### config.mk
export PLATFORM = sky130hd
export DESIGN_NAME = bcd_scan_display
export DESIGN_NICKNAME = d
export VERILOG_FILES = /design/src/rtl/bcd_disp_pkg.sv /design/src/rtl/seg7_decode.sv /design/src/rtl/bcd_scan_display.sv
export SDC_FILE = /design/constraint.sdc
export NUM_CORES = 1
export LEC_CHECK = 0
export BUFFER_PORTS_ARGS = -buffer_cell sky130_fd_sc_hd__buf_4
export CORE_ASPECT_RATIO = 0.9
export CORE_MARGIN = 5
export CORE_UTILIZATION = 58
export DETAILED_ROUTE_END_ITERATION = 10
export PLACE_DENSITY = 0.81
export SYNTH_ARGS = -nofsm -noshare
export SYNTH_HDL_FRONTEND = slang
export SYNTH_SLANG_ARGS = --single-unit
### constraint.sdc
create_clock -name CLK -period 4.1 [get_ports CLK]
set_input_delay 0.205 -clock CLK [delete_from_list [all_inputs] [get_ports CLK]]
set_output_delay 0.205 -clock CLK [all_outputs]
set_load 0.1 [all_outputs]
### src/rtl/bcd_disp_pkg.sv
// Shared definitions for the bcd_scan_display slice.
//   - 7-segment patterns in active-high form, bit order {g,f,e,d,c,b,a}
//   - digit-select encoding used by the scan logic
//   - polarity helpers that map active-high values onto the pin polarity
package bcd_disp_pkg;

  localparam logic [6:0] SEG_0   = 7'h3F;
  localparam logic [6:0] SEG_1   = 7'h06;
  localparam logic [6:0] SEG_2   = 7'h5B;
  localparam logic [6:0] SEG_3   = 7'h4F;
  localparam logic [6:0] SEG_4   = 7'h66;
  localparam logic [6:0] SEG_5   = 7'h6D;
  localparam logic [6:0] SEG_6   = 7'h7D;
  localparam logic [6:0] SEG_7   = 7'h07;
  localparam logic [6:0] SEG_8   = 7'h7F;
  localparam logic [6:0] SEG_9   = 7'h6F;
  localparam logic [6:0] SEG_OFF = 7'h00;

  typedef enum logic {
    DIG_UNITS = 1'b0,
    DIG_TENS  = 1'b1
  } dig_sel_e;

  function automatic logic [6:0] apply_pol_seg(input logic [6:0] v, input logic active_low);
    return active_low ? ~v : v;
  endfunction

  function automatic logic [1:0] apply_pol_an(input logic [1:0] v, input logic active_low);
    return active_low ? ~v : v;
  endfunction

endpackage

### src/rtl/seg7_decode.sv
// Combinational BCD to 7-segment decoder.
//   bcd_i [3:0] : digit value; 10..15 produce a blank pattern
//   seg_o [6:0] : active-high segments {g,f,e,d,c,b,a}
module seg7_decode
  import bcd_disp_pkg::*;
(
  input  logic [3:0] bcd_i,
  output logic [6:0] seg_o
);

  always_comb begin
    seg_o = SEG_OFF;
    case (bcd_i)
      4'd0:    seg_o = SEG_0;
      4'd1:    seg_o = SEG_1;
      4'd2:    seg_o = SEG_2;
      4'd3:    seg_o = SEG_3;
      4'd4:    seg_o = SEG_4;
      4'd5:    seg_o = SEG_5;
      4'd6:    seg_o = SEG_6;
      4'd7:    seg_o = SEG_7;
      4'd8:    seg_o = SEG_8;
      4'd9:    seg_o = SEG_9;
      default: seg_o = SEG_OFF;
    endcase
  end

endmodule

### src/rtl/bcd_scan_display.sv
// Tens stage and 2-digit multiplexed 7-segment driver fed by a BCD units counter.
//   CLK          : system clock, rising edge
//   MR           : asynchronous active-low master reset
//   CI           : carry from the units counter (units wraps 9->0 this edge)
//   D_UNITS[3:0] : units digit from the units counter
//   HOLD         : freeze the displayed digits; counting continues
//   SEG[6:0]     : registered segments {g,f,e,d,c,b,a}
//   AN[1:0]      : registered digit enables, AN[0]=units, AN[1]=tens
//   OV           : registered sticky tens overflow
// Parameters: SCAN_DIV (cycles per digit, >=2), TENS_MAX (last tens value),
//   SEG_ACTIVE_LOW (1: SEG/AN active-low, 0: active-high).
// Build option: define LEADING_ZERO_BLANK_EN to blank the tens digit when it is 0.
module bcd_scan_display
  import bcd_disp_pkg::*;
#(
  parameter int unsigned SCAN_DIV       = 16,
  parameter int unsigned TENS_MAX       = 9,
  parameter int unsigned SEG_ACTIVE_LOW = 1
) (
  input  logic       CLK,
  input  logic       MR,
  input  logic       CI,
  input  logic [3:0] D_UNITS,
  input  logic       HOLD,
  output logic [6:0] SEG,
  output logic [1:0] AN,
  output logic       OV
);

  localparam int unsigned      DIV_W     = (SCAN_DIV > 2) ? $clog2(SCAN_DIV) : 1;
  localparam logic [DIV_W-1:0] DIV_LAST  = DIV_W'(SCAN_DIV - 1);
  localparam logic [3:0]       TENS_LAST = 4'(TENS_MAX);
  localparam logic             POL_LOW   = (SEG_ACTIVE_LOW != 0);
  localparam logic [6:0]       SEG_RST   = apply_pol_seg(SEG_OFF, POL_LOW);
  localparam logic [1:0]       AN_RST    = apply_pol_an(2'b00, POL_LOW);

  logic [3:0]       tens_q,  tens_d;
  logic             ov_q,    ov_d;
  logic [7:0]       latch_q, latch_d;
  logic [DIV_W-1:0] div_q,   div_d;
  dig_sel_e         sel_q,   sel_d;
  logic [6:0]       seg_q,   seg_d;
  logic [1:0]       an_q,    an_d;

  logic [3:0] digit;
  logic [6:0] pattern;
  logic       blank;

  // Single decoder shared by both digits: mux first, then decode.
  seg7_decode u_dec (
    .bcd_i (digit),
    .seg_o (pattern)
  );

  always_comb begin
    tens_d  = tens_q;
    ov_d    = ov_q;
    latch_d = latch_q;
    div_d   = div_q + DIV_W'(1);
    sel_d   = sel_q;

    if (CI) begin
      if (tens_q == TENS_LAST) begin
        tens_d = '0;
        ov_d   = 1'b1;
      end else begin
        tens_d = tens_q + 4'd1;
      end
    end

    // Latches the pre-increment tens value alongside the current units digit.
    if (!HOLD) latch_d = {tens_q, D_UNITS};

    if (div_q == DIV_LAST) begin
      div_d = '0;
      sel_d = (sel_q == DIG_UNITS) ? DIG_TENS : DIG_UNITS;
    end

    digit = (sel_q == DIG_TENS) ? latch_q[7:4] : latch_q[3:0];
`ifdef LEADING_ZERO_BLANK_EN
    blank = (sel_q == DIG_TENS) && (latch_q[7:4] == 4'd0);
`else
    blank = 1'b0;
`endif
    seg_d = apply_pol_seg(blank ? SEG_OFF : pattern, POL_LOW);
    an_d  = apply_pol_an((sel_q == DIG_TENS) ? 2'b10 : 2'b01, POL_LOW);
  end

  always_ff @(posedge CLK or negedge MR) begin
    if (!MR) begin
      tens_q  <= '0;
      ov_q    <= 1'b0;
      latch_q <= '0;
      div_q   <= '0;
      sel_q   <= DIG_UNITS;
      seg_q   <= SEG_RST;
      an_q    <= AN_RST;
    end else begin
      tens_q  <= tens_d;
      ov_q    <= ov_d;
      latch_q <= latch_d;
      div_q   <= div_d;
      sel_q   <= sel_d;
      seg_q   <= seg_d;
      an_q    <= an_d;
    end
  end

  assign SEG = seg_q;
  assign AN  = an_q;
  assign OV  = ov_q;

endmodule

Yosys cells after proc, flatten, opt, wreduce, memory -nomap -nowiden:

Memories as Yosys holds them, arrays and structs flattened.
Index checks and enable logic that the tools add are counted.

* add/sub/neg operators: 2
* equality and inequality tests: 2
* multiplexer cells: 5
* bitwise logic cells: 2
* reduce and logical (&&, ||, !) cells: 1

Operators with widths (count)
* 4-bit two-way mux: 3
* 4-bit by 1-bit adder with 4-bit output (second input constant): 2
* 4-bit == test (second input constant): 2
* 7-bit inverter: 1
* 2-bit two-way mux: 1
* 2-bit inverter: 1
* 2-bit AND reduction: 1
* 1-bit two-way mux: 1

* register bits: 27
* memory bits (read-only): 112
* memories: 1

Memory list
* (name not given): depth 16, width 7, rd ports 1, clocked after Yosys merged registers in 0, write ports 0, RTL line seg7_decode.sv:13 `case (bcd_i)`

Depth between registers and ports, before layout:

Gate-level depths: netlist of the first run.
An unclocked memory read counts as a cell.

* word-level depth: 3
* mapped depth: 6
* gate-level depth less buffers: 5

By module:

Synthesis of the first run repeated with hierarchy kept, for this count alone.

* cells, all modules: 100
* area, all modules: 1229.9 µm²

By module, submodules not included
* bcd_scan_display: times used 1, cells an instance 72, area an instance 1009.7 µm², seq. area each 686.9 µm²
* seg7_decode: times used 1, cells an instance 28, area an instance 220.2 µm², seq. area each 0.0 µm²

Least setup slack after synthesis of the first run:

Ideal clock, no wire load.

* kind: register to register
* from: register sel_q
* to: register seg_q[5], in the netlist SEG[5]
* setup time: 86 ps
* arrival: 1515 ps
* setup slack: 2499 ps
* cell stages (with the launch flop): 7
* period minus slack after synthesis: 1601 ps
* cells stage by stage: dfrtp_1 -> buf_6 -> mux2i_1 -> inv_1 -> ha_1 -> nor3_1 -> a21oi_1

* word-level cells in the longest chain between the ends: 3

Ends and longest elaborated chain
* from (decl): RTL line bcd_scan_display.sv:41 `dig_sel_e sel_q, sel_d;`
* from (signal assigned): RTL line bcd_scan_display.sv:103 `sel_q <= sel_d;`
* 4-bit two-way mux: RTL line bcd_scan_display.sv:79 `digit = (sel_q == DIG_TENS) ? latch_q[7:4] : latch_q[3:0];`
* memory 16 x 7 bit
* 7-bit inverter: RTL line bcd_disp_pkg.sv:25 `return active_low ? ~v : v;`
* via seg_d[5]: RTL line bcd_scan_display.sv:42 `logic [6:0] seg_q, seg_d;`
* to (signal assigned): RTL line bcd_scan_display.sv:104 `seg_q <= seg_d;`
* to (decl): RTL line bcd_scan_display.sv:42

The timed path passes the listed nets, and every way through them passes these cells.
A chain may end at the register's enable or synchronous reset.

Final worst setup path of the first run:

* from: register sel_q
* to: register seg_q[6], in the netlist SEG[6]

The elaborated chain is that of the path after synthesis.

==> results of run 1 <==
-- sequential cells by signal, summed over array words and instances (netlist names) --
signal   flops
div_q        4
SEG          7
OV           1
latch_q      8
AN           2
sel_q        1
tens_q       4
-- placed cells by master, fill, tap and decap left out, types with 4 or more instances in the layout --
| cell | count |
|---|---|
| mux2_2 | 8 |
| o21ai_0 | 4 |
| ha_1 | 6 |
| buf_4 | 17 |
| mux2i_1 | 4 |
| dfstp_2 | 9 |
| a21oi_1 | 6 |
| inv_1 | 6 |
| dfrtp_1 | 18 |
-- routing by layer --
metal | GRT usage [%] | vias up | part of all wire (%)
li1 | - | 356 | -
met3 | 3.66 | 4 | 5.1
met2 | 28.2 | 14 | 51
met5 | 0 | - | 0
met4 | 5.79 | 0 | 1.6
met1 | 15.4 | 345 | 42
-- kinds of logic (layout without fill, tap and decap cells) --
logic type | after synthesis | count (layout) | share of synthesized area (%)
AND/OR/NAND/NOR | 13 | 13 | 5.14
flip-flops | 27 | 27 | 57.5
AO/OA/AOI/OAI | 18 | 18 | 9.43
adder cells (fa/ha/maj) | 6 | 6 | 6.29
XOR/XNOR | 5 | 5 | 3.67
multiplexers | 14 | 14 | 13.4
buffers and inverters | 10 | 28 | 4.51
-- critical path, delay by kind of cell, from the launching register on --
family | cells | cell delay [ns]
flops | 1 | 0.56
buf+inv | 1 | 0.18
simple gates | 1 | 0.23
mux | 1 | 0.55
compound gates | 1 | 0.07
fa+ha+maj | 1 | 0.22
-- how the worst max path moves through the flow --
stage | to | slack, ns | depth (start not counted)
2_1_floorplan | SEG[5]$_DFF_PN1_ | 2.50 | 6
3_3_place_gp | SEG[6]$_DFF_PN1_ | 2.32 | 5
3_5_place_dp | SEG[6]$_DFF_PN1_ | 2.20 | 5
4_1_cts | SEG[6]$_DFF_PN1_ | 2.18 | 5
5_1_grt | SEG[6]$_DFF_PN1_ | 1.93 | 5
6_report | SEG[6]$_DFF_PN1_ | 2.20 | 5
-- area by class of cell --
class,count,area (um2)
Tap cell,25,31.3
Inverter,6,22.5
Clock buffer,4,26.3
Fill cell,139,576
Multi-Input combinational cell,56,453
Timing Repair Buffer,18,138
Sequential cell,27,687
-- per-stage QoR --
| step | cell area, um2 | worst slack (ns) | hold slack (ns) | instances |
|---|---|---|---|---|
| 6_report | 1360 | 2.20 | 0.0914 | 136 |
| 5_1_grt | 1360 | 1.93 | 0.0706 | 136 |
| 4_1_cts | 1360 | 2.18 | 0.0887 | 136 |
| 3_5_place_dp | 1320 | 2.20 | 0.129 | 131 |
| 3_3_place_gp | 1320 | 2.32 | 0.123 | 131 |
| 2_1_floorplan | 1190 | 2.50 | -0.0906 | 93 |
-- timing repair --
item | CTS | global route
buffers inserted | 0 | 0
gates resized for setup | 0 | 0
hold endpoints to repair | 18 | 0
endpoints found under the setup margin | 0 | 0
hold buffers | 1 | 0
==> flow_summary_export.csv, run 1 <==
group,metric,value,unit
synthesis,synth_seq_cells,27,
synthesis,synth_top_area_share,37.7,%
layout,nNetsFinal,126,
critical_path,regToRegSetupSlack,2.20,ns
timing,layout_min_cycle_time,1.90,ns
die,die_area,0.00307,mm2
synthesis,yosys_warnings,0,
critical_path,regToRegEndpoint,"SEG[6]$_DFF_PN1_",
critical_path,cp_cell_sequence,"mux2i_1, inv_1, ha_1, nor3_1, a21oi_1",
layout,n_antenna_cell,0,
die,core,0.00193,mm2
timing,tns,0,ns
synthesis,dominantRegCellSynth,"dfrtp_1",
cts,insertion_delay,0.31,ns
critical_path,timing_worst_setup_path_type,"flop to flop",
synthesis,synth_area,0.00119,mm2
cts,clkSlewWorstSetupHoldPaths,0.13,ns
synthesis,netlist_top_cells_count,"dfrtp_1, dfstp_2, mux2_2",
critical_path,required,4.32,ns
timing,worstMarginPinSlew,0.765,ns
global_routing,grt_use_total,14.7,%
cts,clockBufferDepth,2,
timing,finalHoldViolations,0,
hold_path,min_path_cells,2,
global_routing,grt_pass1_wl,3310,um
critical_path,start_kind,"flop",
synthesis,synth_seq_area_share,57.5,%
synthesis,synth_cells,93,
critical_path,rr_startpoint,"sel_q$_DFFE_PN0N_",
timing,rsz0062_at_grt,"no",
timing,fmax,527,MHz
timing,period_share,46.3,%
timing,slew_violations,0,
layout,synthToLayoutAreaGrowth,13.7,%
routing,dr.pass1.iters,3,
critical_path,critPathCaptureType,"flop",
layout,drive_gt1_share,36.0,%
hold_path,hp-class,"input pin to flop",
synthesis,synth_cell_type_count,25,
outcome,status,"finished, final reports clean",
die,rows,15,
synthesis,yosys-top-cells-area,"dfrtp_1, dfstp_2, mux2_2, ha_1, mux2i_1",
critical_path,crit_path_max_fanout,7,
die,die_x,57.8,um
synthesis,syn_nets,107,
cts,cts_tree,"yes",
critical_path,r2r.worst_path.cells,5,
layout,utilization,70.2,%
routing,drcViolationCount,0,
run,cap_violations,0,
die,die_h,53.0,um
cts,cts_made_buffers,3,
critical_path,crit_path_max_incr_delay,0.56,ns
routing,routedWlPerCell,13.8,um
critical_path,crit_start,"sel_q$_DFFE_PN0N_",
routing,drt_wl_total,1870,um
routing,ant_nets,0,
global_routing,grt_pass1_vias,762,
timing,finalSetupViolCount,0,
cts,h-tree-depth,1,
timing,slew_headroom,47.5,%
routing,via_count,719,
routing,routed_via_density,5.29,
global_routing,grt_max_degree,28,
global_routing,grt_antenna_before_repair,0,
synthesis,syn_avg_cell_area,12.8,um2
synthesis,yosysMostFrequentCell,"dfrtp_1",
synthesis,synth_largest_area_cell,"dfrtp_1",
die,ios,18,
routing,drt_iter0_drc,5,
synthesis,synthArstFlopShare,100,%
critical_path,arrival,2.12,ns
placed_design,gp_congestion,0.691,
hold_path,hp-start,"CI",
die,start_util,61.7,%
placed_design,hpwlAfterDp,1450,um
cts,cts.root.buffer_cell,"clkbuf_4",
global_routing,gr-total-overflow,0,
placed_design,io_buffer_count,17,
critical_path,crit_slowest_cell,"dfrtp_1",
timing,finClkSkew,0.00576,ns
hold_path,whs_endpoint,"tens_q[0]$_DFFE_PN0P_",
cts,clock_sinks,27,
synthesis,synth-edff-count,0,
Power of run 1 is left out: the tool's default activity adds up to more than one toggle a clock period on the data nets, which glitch-free logic cannot reach.
==> inputs of run 2 (changes only) <==
--- a/config.mk
+++ b/config.mk
@@ -5,12 +5,13 @@
 export SDC_FILE = /design/constraint.sdc
 export NUM_CORES = 1
 export LEC_CHECK = 0
+export ABC_AREA = 1
 export BUFFER_PORTS_ARGS = -buffer_cell sky130_fd_sc_hd__buf_4
 export CORE_ASPECT_RATIO = 0.9
 export CORE_MARGIN = 5
-export CORE_UTILIZATION = 58
+export CORE_UTILIZATION = 49
 export DETAILED_ROUTE_END_ITERATION = 10
-export PLACE_DENSITY = 0.81
+export PLACE_DENSITY = 0.73
 export SYNTH_ARGS = -nofsm -noshare
 export SYNTH_HDL_FRONTEND = slang
 export SYNTH_SLANG_ARGS = --single-unit
==> constraint.sdc (replaced) <==
create_clock -name CLK -period 1.7 [get_ports CLK]
set_input_delay 0.085 -clock CLK [delete_from_list [all_inputs] [get_ports CLK]]
set_output_delay 0.085 -clock CLK [all_outputs]
set_load 0.1 [all_outputs]
==> flow_summary_export.csv, run 2 <==
group,metric,value,unit
outcome,status,"finished, final reports clean",
critical_path,required,1.98,ns
global_routing,met2_usage,23.2,%
global_routing,gr-total-overflow,0,
global_routing,use_met1,14.1,%
timing,period_share,88.3,%
global_routing,grt_max_degree,28,
global_routing,grt_busiest_layer,"met2",
cts,clock_sinks,27,
critical_path,cp_common_cell,"nand2_1",
synthesis,synth_seq_cells,27,
cts,insertion_delay,0.32,ns
synthesis,yosys-top-cells-area,"dfrtp_1, dfstp_2, nand2_1, ha_1, nand3_1",
timing,layout_min_cycle_time,1.50,ns
routing,routedWlPerCell,11.4,um
routing,drt_wl_total,2060,um
cts,cts.root.buffer_cell,"clkbuf_4",
critical_path,timing_worst_setup_path_type,"flop to flop",
synthesis,synthArstFlopShare,100,%
layout,synthToLayoutAreaGrowth,20.2,%
hold_path,hp-start,"HOLD",
layout,mostFrequentLayoutCells,"nand2_1, dfrtp_1, buf_4, inv_1, nand3_1",
die,rows,17,
global_routing,grt_antenna_before_repair,0,
die,die_x,62.4,um
timing,worstMarginPinSlew,0.331,ns
critical_path,crit_slowest_cell,"dfrtp_1",
synthesis,yosysMostFrequentCell,"nand2_1",
routing,routed_via_density,4.85,
layout,final_common_cell,"nand2_1",
die,ios,18,
placed_design,gp_congestion,0.811,
synthesis,synth_cells,127,
layout,largest_reg_flops,8,
routing,drcViolationCount,0,
timing,finalHoldViolations,0,
synthesis,dominantRegCellSynth,"dfrtp_1",
timing,slew_violations,0,
timing,slew_headroom,77.9,%
cts,clkSlewWorstSetupHoldPaths,0.14,ns
synthesis,syn_avg_cell_area,9.55,um2
timing,finClkSkew,0.00165,ns
placed_design,dp_slack,0.224,ns
critical_path,arrival,1.78,ns
global_routing,grt_pass1_wl,3660,um
timing,rsz0062_at_grt,"no",
timing,tns,0,ns
critical_path,crit_path_max_fanout,8,
layout,drive_gt1_share,27.5,%
synthesis,netlist_top_cells_count,"nand2_1, dfrtp_1, inv_1, nand3_1, nor2_1",
die,start_util,50.4,%
synthesis,synth_seq_area_share,56.7,%
power,p_sw,1.24,mW
power,ir_drop,1.54,mV
die,die_area,0.00357,mm2
power,p_clk_share,10.9,%
synthesis,synth_top_area_share,37.2,%
global_routing,grt_use_total,12.8,%
timing,timing.hold.ws,0.0212,ns
timing,finalSetupViolCount,0,
critical_path,rr_startpoint,"sel_q$_DFFE_PN0N_",
hold_path,hp-class,"input pin to flop",
global_routing,met3_usage,4.53,%
critical_path,cp_cell_sequence,"inv_2, nand2_1, nand2_1, inv_1, ha_1, inv_1, nand3_1, nand3_1, nand2_1",
critical_path,crit_path_max_incr_delay,0.49,ns
routing,via_count,877,
routing,dr.pass1.iters,4,
critical_path,critPathCaptureType,"flop",
synthesis,synth-edff-count,0,
power,swShare,49.8,%
power,intPower,1.25,mW
die,core,0.00240,mm2
layout,nNetsFinal,168,
layout,n_antenna_cell,0,
power,pwr-share-comb,50.8,%
synthesis,synth_area,0.00121,mm2
power,cellPowerDensity,1710,mW/mm2
placed_design,io_buffer_count,17,
power,leakage,0.775,nW
cts,h-tree-depth,1,
synthesis,synth_cell_type_count,19,
synthesis,synth_largest_area_cell,"dfrtp_1",
power,seq_power_share,38.2,%
timing,fmax,666,MHz
placed_design,hpwlAfterDp,1530,um
routing,ant_nets,0,
cts,cts_tree,"yes",
die,die_h,57.2,um
critical_path,start_kind,"flop",
critical_path,crit_start,"sel_q$_DFFE_PN0N_",
routing,drt_iter0_drc,17,
synthesis,yosys_warnings,0,
cts,clockBufferDepth,2,
cts,cts.repair.resized,0,
run,cap_violations,0,
timing,final_critical_path_setup_slack,0.199,ns
synthesis,syn_nets,141,
cts,cts_made_buffers,3,
global_routing,grt_pass1_vias,862,
layout,top_register,"latch_q",
-- run 2: cell count changes in the layout (fill, tap and decap cells not counted), sizes merged, moves of 4 or more --
cell / delta
dlygate4sd3: +5
inv: +11
mux2: -8
mux2i: -4
nand2: +29
nand3: +12
nor2: +10
-- run 2: worst paths after layout --
check	depth (start not counted)	endpoint	slack [ns]
worst max-delay path	9	SEG[0]$_DFF_PN1_	0.20
max in group asynchronous	2	SEG[6]$_DFF_PN1_	1.23
worst min register to register	0	AN[0]$_DFF_PN1_	0.50
min in group asynchronous	2	latch_q[4]$_DFFE_PN0N_	0.18
worst max register to register	9	SEG[0]$_DFF_PN1_	0.20
worst min-delay path	2	latch_q[0]$_DFFE_PN0N_	0.02
-- run 2: cell families (layout without fill, tap and decap cells) --
group | Yosys count | count (layout) | share of synthesized area (%)
adder cells (fa/ha/maj) | 6 | 6 | 6.19
AO/OA/AOI/OAI | 9 | 9 | 4.02
AND/OR/NAND/NOR | 62 | 62 | 23.7
buffers and inverters | 19 | 45 | 6.09
multiplexers | 2 | 2 | 1.86
XOR/XNOR | 2 | 2 | 1.45
flip-flops | 27 | 27 | 56.7
-- run 2: layout make-up --
class                           instances  area, um2
Clock inverter                          1       5.00
Fill cell                             212        946
Timing Repair Buffer                   23        188
Sequential cell                        27        687
Clock buffer                            3       22.5
Inverter                               18       68.8
Tap cell                               28       35.0
Multi-Input combinational cell         81        452
-- run 2: metal layers --
| metal | up-vias | wire length [um] |
|---|---|---|
| met1 | 412 | 826 |
| met3 | 2 | 112 |
| li1 | 448 | - |
| met5 | - | 0 |
| met2 | 15 | 1110 |
| met4 | 0 | 14 |
-- run 2: metrics by stage --
stage	power [mW]	cell area, um2	util (%)	instances
2_1_floorplan	2.00	1210	-	127
3_3_place_gp	2.21	1370	57.0	171
3_5_place_dp	2.23	1370	57.0	171
4_1_cts	2.52	1460	60.6	181
5_1_grt	2.65	1460	60.6	181
6_report	2.50	1460	60.6	181
-- run 2: power groups by stage --
stage | clock (mW) | sequential (mW) | combinational [mW]
after detailed placement | 0 | 0.968 | 1.26
after floorplan | 0 | 1.61 | 0.392
after global routing | 0.315 | 0.980 | 1.35
after CTS | 0.287 | 0.955 | 1.28
final | 0.273 | 0.954 | 1.27
after global placement | 0 | 0.964 | 1.24
-- run 2: worst max-delay path, delay by kind of cell (launching register included) --
| family | cells | cell delay [ns] |
|---|---|---|
| DFF | 1 | 0.49 |
| and+or+nand+nor | 5 | 0.46 |
| buffers and inverters | 3 | 0.31 |
| adders and majority gates | 1 | 0.20 |
-- run 2: repair_timing --
action | 4_1_cts | 5_1_grt
hold buffers | 6 | 0
setup buffers | 0 | 0
hold endpoints to repair | 32 | 0
setup endpoints to repair | 0 | 0
No activity file was read; power rests on OpenSTA's default activity.
